<file path="src/rtl/dmac_xfer_counter.sv">
// rtl/dmac_xfer_counter.sv - DMA channel size/burst bookkeeping counters and status flags
// Optional DMAC_XFER_STATUS_EN adds burst_done_cnt and xfer_done status outputs.
module dmac_xfer_counter #(
  parameter int TS_W = 16,
  parameter int BL_W = 5
) (
  input  logic            clk,
  input  logic            rst,
  input  logic [TS_W-1:0] cfg_trans_size,
  input  logic [BL_W-1:0] cfg_burst_len,
  input  logic            t_sel,
  input  logic            sz_en,
  input  logic            burst_en,
  input  logic            b_sel,
  input  logic            ts_en,
  input  logic            count_en,
  output logic            bsz,
  output logic            tslb,
  output logic            tsz,
  output logic [TS_W-1:0] remaining,
  output logic [BL_W-1:0] beat_cnt,
  output logic [BL_W-1:0] cur_len,
  output logic            err
`ifdef DMAC_XFER_STATUS_EN
  ,
  output logic [7:0]      burst_done_cnt,
  output logic            xfer_done
`endif
);

  logic [TS_W-1:0] remaining_q, remaining_d;
  logic [BL_W-1:0] cur_len_q, cur_len_d;
  logic [BL_W-1:0] beat_cnt_q, beat_cnt_d;
  logic [BL_W-1:0] burst_len_q, burst_len_d;
  logic            err_q, err_d;

  logic [BL_W-1:0] cfg_len;
  logic [BL_W-1:0] rem_len;
  logic [TS_W-1:0] cur_len_ext;
  logic            load_cfg;
  logic            underflow;

  // A programmed burst length of zero behaves as a single-beat burst.
  assign cfg_len     = (cfg_burst_len == '0) ? BL_W'(1) : cfg_burst_len;
  assign rem_len     = (remaining_q[BL_W-1:0] == '0) ? BL_W'(1) : remaining_q[BL_W-1:0];
  assign cur_len_ext = {{(TS_W-BL_W){1'b0}}, cur_len_q};
  assign load_cfg    = sz_en && t_sel;
  assign underflow   = cur_len_ext > remaining_q;

  assign bsz  = (beat_cnt_q == cur_len_q - BL_W'(1));
  assign tsz  = (remaining_q == '0);
  assign tslb = !tsz && (remaining_q < {{(TS_W-BL_W){1'b0}}, burst_len_q});

  assign remaining = remaining_q;
  assign beat_cnt  = beat_cnt_q;
  assign cur_len   = cur_len_q;
  assign err       = err_q;

  always_comb begin
    remaining_d = remaining_q;
    err_d       = err_q;
    burst_len_d = burst_len_q;
    if (sz_en) begin
      remaining_d = t_sel ? cfg_trans_size : '0;
    end else if (ts_en) begin
      if (underflow) begin
        remaining_d = '0;
        err_d       = 1'b1;
      end else begin
        remaining_d = remaining_q - cur_len_ext;
      end
    end
    if (load_cfg) begin
      err_d       = 1'b0;
      burst_len_d = cfg_len;
    end
  end

  // An explicit burst_en overrides the implicit cur_len load from sz_en.
  always_comb begin
    cur_len_d = cur_len_q;
    if (burst_en) begin
      cur_len_d = b_sel ? rem_len : cfg_len;
    end else if (load_cfg) begin
      cur_len_d = cfg_len;
    end
  end

  always_comb begin
    beat_cnt_d = beat_cnt_q;
    if (sz_en || burst_en) begin
      beat_cnt_d = '0;
    end else if (count_en) begin
      beat_cnt_d = bsz ? '0 : beat_cnt_q + BL_W'(1);
    end
  end

  always_ff @(posedge clk or posedge rst) begin
    if (rst) begin
      remaining_q <= '0;
      cur_len_q   <= BL_W'(1);
      beat_cnt_q  <= '0;
      burst_len_q <= BL_W'(1);
      err_q       <= 1'b0;
    end else begin
      remaining_q <= remaining_d;
      cur_len_q   <= cur_len_d;
      beat_cnt_q  <= beat_cnt_d;
      burst_len_q <= burst_len_d;
      err_q       <= err_d;
    end
  end

`ifdef DMAC_XFER_STATUS_EN
  logic [7:0] burst_done_cnt_q, burst_done_cnt_d;
  logic       xfer_done_q, xfer_done_d;

  always_comb begin
    burst_done_cnt_d = burst_done_cnt_q;
    if (sz_en) begin
      burst_done_cnt_d = '0;
    end else if (ts_en) begin
      burst_done_cnt_d = burst_done_cnt_q + 8'd1;
    end
  end

  // Any ts_en that empties a nonzero remaining counts, including an underflow.
  assign xfer_done_d = !sz_en && ts_en && !tsz && (cur_len_ext >= remaining_q);

  always_ff @(posedge clk or posedge rst) begin
    if (rst) begin
      burst_done_cnt_q <= '0;
      xfer_done_q      <= 1'b0;
    end else begin
      burst_done_cnt_q <= burst_done_cnt_d;
      xfer_done_q      <= xfer_done_d;
    end
  end

  assign burst_done_cnt = burst_done_cnt_q;
  assign xfer_done      = xfer_done_q;
`endif

endmodule
</file>
<file path="config.mk">
export PLATFORM = sky130hd
export DESIGN_NAME = dmac_xfer_counter
export DESIGN_NICKNAME = d
export VERILOG_FILES = /design/src/rtl/dmac_xfer_counter.sv
export SDC_FILE = /design/constraint.sdc
export NUM_CORES = 1
export LEC_CHECK = 0
export CORE_UTILIZATION = 65
export DETAILED_ROUTE_END_ITERATION = 12
export DONT_BUFFER_PORTS = 1
export PLACE_DENSITY = 0.81
export SLEW_MARGIN = 20
export SYNTH_ARGS = -nofsm -noshare
export SYNTH_HDL_FRONTEND = slang
export SYNTH_SLANG_ARGS = --single-unit
</file>
<file path="constraint.sdc">
create_clock -name clk -period 6.1 [get_ports clk]
set_input_delay 1.83 -clock clk [delete_from_list [all_inputs] [get_ports clk]]
set_output_delay 1.83 -clock clk [all_outputs]
set_load 0.005 [all_outputs]
</file>
# Word level (Yosys, flattened, before mapping)
# Index checks and enable logic that the tools add are counted.
dict set report classes {
  reduce_logical 13
  n_mux 16
  n_lt_le_gt_ge 2
  add_sub_neg 3
  n_eq_ne 2
}
# cell n
set ops {}
lappend ops {{$mux W16} 4}
lappend ops {{$mux W5} 8}
lappend ops {{$gt A5 B16 Y1} 1}
lappend ops {{$logic_not A16 Y1} 1}
lappend ops {{$lt A16 B5 Y1} 1}
lappend ops {{$sub A16 B5 Y16} 1}
lappend ops {{$logic_not A5 Y1} 2}
lappend ops {{$reduce_bool A2 Y1} 5}
lappend ops {{$add A5 B1 Y5 const B} 1}
lappend ops {{$eq A5 B5 Y1} 1}
lappend ops {{$sub A5 B1 Y5 const B} 1}
lappend ops {{$mux W1} 4}
lappend ops {{$reduce_and A3 Y1} 1}
lappend ops {{$logic_and A1 B1 Y1} 2}
lappend ops {{$ne A2 B1 Y1 const B} 1}
lappend ops {{$logic_not A1 Y1} 1}
lappend ops {{$logic_or A1 B1 Y1} 1}
dict set report totals {
  output_inout_bits 30
  in_bits 29
  elab_cells 41
  reg_bits 32
}

# Longest topological paths before layout
dict set report logic_depth {
  depth_word 5
  mapped_depth 8
  ltp_nobuf 8
}

# Least setup slack after synthesis
# No wires, ideal clock.
dict set report synth_timing {
  path_type {register to output}
  startpoint {register remaining_q[7], in the netlist remaining[7]}
  endpoint {output tslb}
  path_stages_with_launch 6
  arrival_ns 1.936
  path_buffers 1
  setup_slack_ns 2.334
  cell_sequence {dfrtp_1 or4_1 buf_2 nor3_2 nand2_1 a2111oi_2}
}
dict set report synth_via {
  elab_chain_len 3
  word_cells_on_any_way 4
}
# element line_no
set synth_lines {}
lappend synth_lines {{start: declaration} 31} ;# logic [TS_W-1:0] remaining_q, remaining_d;
lappend synth_lines {{start signal: assignment} 106} ;# remaining_q <= remaining_d;
lappend synth_lines {{parallel branches: the longest is 2 deep, another holds $lt A16 B5 Y1} n/a}
lappend synth_lines {{$logic_and A1 B1 Y1 (*)} 52} ;# assign tslb = !tsz && (remaining_q < {{(TS_W-BL_W){1'b0}}, burst_len_q});
lappend synth_lines {{end: declaration} 18} ;# output logic tslb,
# Every way passes the cells marked *.

# Worst setup path in the final report
# Ends and elaborated chain as after synthesis.

==> run_results.csv <==
group,metric,value,unit
detailed_routing,average_wire_per_cell_in_the_routed_design,18.4,µm
die,die-width,58.7,µm
power_and_ir_drop,ir_drop,0.241,mV
clock_network,tritoncts,"yes",
sta,slack_of_the_critical_path,1.64,ns
synthesis,netlist_area,2090,µm²
sta,fmax,224,MHz
clock_network,cts.reportedPaths.clkPinSlew,0.11,ns
detailed_routing,via_count,1880,
worst_setup_path,setup.worst_path.start_class,"register",
synthesis,post_synth_inst_count,237,
detailed_routing,met3_length,444,µm
hold_path,beginning_of_the_worst_hold_path,"burst_len_q[0]",
grt,overflow_left_after_global_routing,0,
die,floorplan.core_area,3050,µm²
detailed_routing,met2_length,2.42,mm
synthesis,postSynthNetCount,278,
die,effective_utilization_at_floorplan,0.685,
clock_network,postCtsHoldBufs,0,
die,num_rows,20,
worst_setup_path,r2r_start,"cur_len[0]",
power_and_ir_drop,power_density,373,nW/µm²
worst_setup_path,worst_path_largest_cell_delay,0.68,ns
worst_setup_path,timing.critical_path.from,"remaining[7]",
detailed_routing,initialDrtViolationCount,128,
place,buffer_ports.inserted,0,
grt,largest_net_degree_at_the_start_of_global_routing,33,
clock_network,cts_repair_resize_count,0,
run,maxCapViolations,0,
clock_network,cts_num_sinks,32,
synthesis,yosys.cell_count.top_type,"dfrtp_1",
detailed_routing,wl_met1,2.21,mm
sta,finalWorstPathRequiredPeriod,4.46,ns
worst_setup_path,cp_data_required_time,4.27,ns
place,detailed_place.area,2130,µm²
clock_network,tritoncts.num_buffers,5,
final_layout,layout-area-overhead-vs-synth,5.51,%
sta,finalHoldViolCount,0,
die,chipHeight,58.7,µm
synthesis,post_synth_most_frequent_cells,"30 x dfrtp_1, 23 x nand2_1, 23 x nor2_1",
synthesis,async_reset_ff_frac,1.00,
grt,global_route_wire_length_before_repair,8.45,mm
synthesis,synth_edf_count,0,
place,gp_routability_congestion,0.920,
synthesis,synth_warnings,0,
sta,final.setup_skew,0.0144,ns
synthesis,ys_seq_area_frac,0.384,
worst_setup_path,timing.critical_path.fanout_max,9,
grt,grtUsageTotal,0.333,
synthesis,synthesis.area_per_instance,8.82,µm²
synthesis,synthFlopType,"dfrtp_1",
worst_setup_path,regToRegSetupSlack,3.44,ns
sta,setup_viol,0,
sta,final_max_slew_viol_count,0,
detailed_routing,top_signal_layer_used,"met4",
run_status,run_status,"finished, final reports clean",
detailed_routing,drtPass1Iterations,4,
clock_network,post-cts-setup-buffers,0,
worst_setup_path,worst_path_max_delay_cell,"or4_1",
sta,ratio_of_final_minimum_period_to_clock_period,0.732,
final_layout,nets,279,
die,num_io_pins,59,
clock_network,cts-root-buf,"clkbuf_4",
place,preCtsSetupSlack,2.05,ns
final_layout,design_area,2210,µm²
clock_network,clock_latency,0.35,ns
sta,worstMarginPinSlew,0.880,ns
sta,rsz0062_at_grt,"no",
final_layout,layout-drive-gt1-share,0.0669,
detailed_routing,drt.antenna.violating_nets,0,
power_and_ir_drop,report.power.total,0.000822,W
clock_network,htree_levels,2,
worst_setup_path,worstPathCellList,"or4_1 -> nor3_2 -> nand2_1 -> a2111oi_2",
detailed_routing,wl,5.21,mm
grt,initial_antenna_violation_count,0,
final_layout,diodes,0,
grt,number_of_global_route_vias_before_repair,1815,
detailed_routing,route.detailed.drc,0,
worst_setup_path,crit_type,"reg2out",
synthesis,ys_seq_elements,32,
place,post-dp-hpwl,3.85,mm
worst_setup_path,endpoint_kind,"output port",
synthesis,synth.lib_cells_used.distinct,47,
hold_path,hold_class,"reg2reg",
power_and_ir_drop,leakage_component_of_the_power,0.968,nW
detailed_routing,detail_route.vias_per_cell,6.64,
clock_network,cts.path.max_buffers,2,
die,design.die.area,3450,µm²
synthesis,synth_top_cells_by_area,"dfrtp_1 36%, ha_1 6.6%, nand2_1 4.1%, nor2_1 4.1%, o21ai_0 3.1%",
synthesis,synth_top_cell_by_area,"dfrtp_1",
synthesis,synthDominantCellAreaShare,0.359,
sta,setup_tns,0,ns
worst_setup_path,worstPathArrival,2.63,ns
sta,slew_headroom,0.413,
## through the flow
| step | hold WS (ns) | cells | utilization |
|---|---|---|---|
| detailed placement | 0.493 | 275 | 0.696 |
| global placement | 0.494 | 275 | 0.696 |
| floorplan | 0.480 | 237 | - |
| global route | 0.548 | 283 | 0.723 |
| CTS | 0.512 | 283 | 0.723 |
| finish | 0.509 | 283 | 0.723 |
## metal layers
layer  vias to the layer above  GRT usage
met4                         0      0.153
met5                         -          0
met3                        16     0.0769
met1                       883      0.450
li1                        881          -
met2                       100      0.512
## flip-flops by register name, summed over array words and instances (netlist names)
name         flops
err              1
burst_len_q      5
beat_cnt         5
remaining       16
cur_len          5
## report_power, final
part	switching (W)	internal, W	total (W)
logic	0.000188	0.000137	0.000326
clock network	0.0000791	0.0000854	0.000165
registers	0.0000767	0.000255	0.000332
## critical path: cells and delay by family, from the launching register on
kind,cells,cell delay (ns)
DFF,1,0.48
and+or+nand+nor,3,1.40
AOI/OAI and AO/OA,1,0.40
## cell families after synthesis
group,count (synthesis),share of synthesized area
muxes,4,0.0197
and+or+nand+nor,94,0.221
buffers and inverters,22,0.0401
xor gates and xnor gates,8,0.0335
adders and majority gates,12,0.0754
DFF,32,0.384
AOI/OAI and AO/OA,65,0.226
## worst paths after layout
kind                             endpoint  cells past startpoint
max in group asynchronous      cur_len[0]                      2
setup reg to reg              beat_cnt[1]                      7
setup / recovery                     tslb                      4
hold reg to reg            burst_len_q[0]                      2
hold / removal             burst_len_q[0]                      2
min in group asynchronous  burst_len_q[2]                      2
## cell type report
cell class | instances | area (µm²)
sequential | 32 | 803
multi-input combinational | 183 | 1200
tap | 44 | 55.1
clock inverter | 3 | 42.5
clock buffer | 5 | 37.5
timing repair buffer | 1 | 7.51
inverter | 15 | 56.3
fill | 251 | 847
## cells in the final DEF, fill, tap and decap left out, types with 7 or more instances in the layout
master,netlist,final
dfrtp_1,30,30
nand2_1,23,23
nor2_1,23,23
inv_1,15,15
o21ai_0,13,13
nor3_1,12,12
ha_1,11,11
nand3_1,9,9
o31ai_1,7,7
Power figures use the tool's default switching activity.
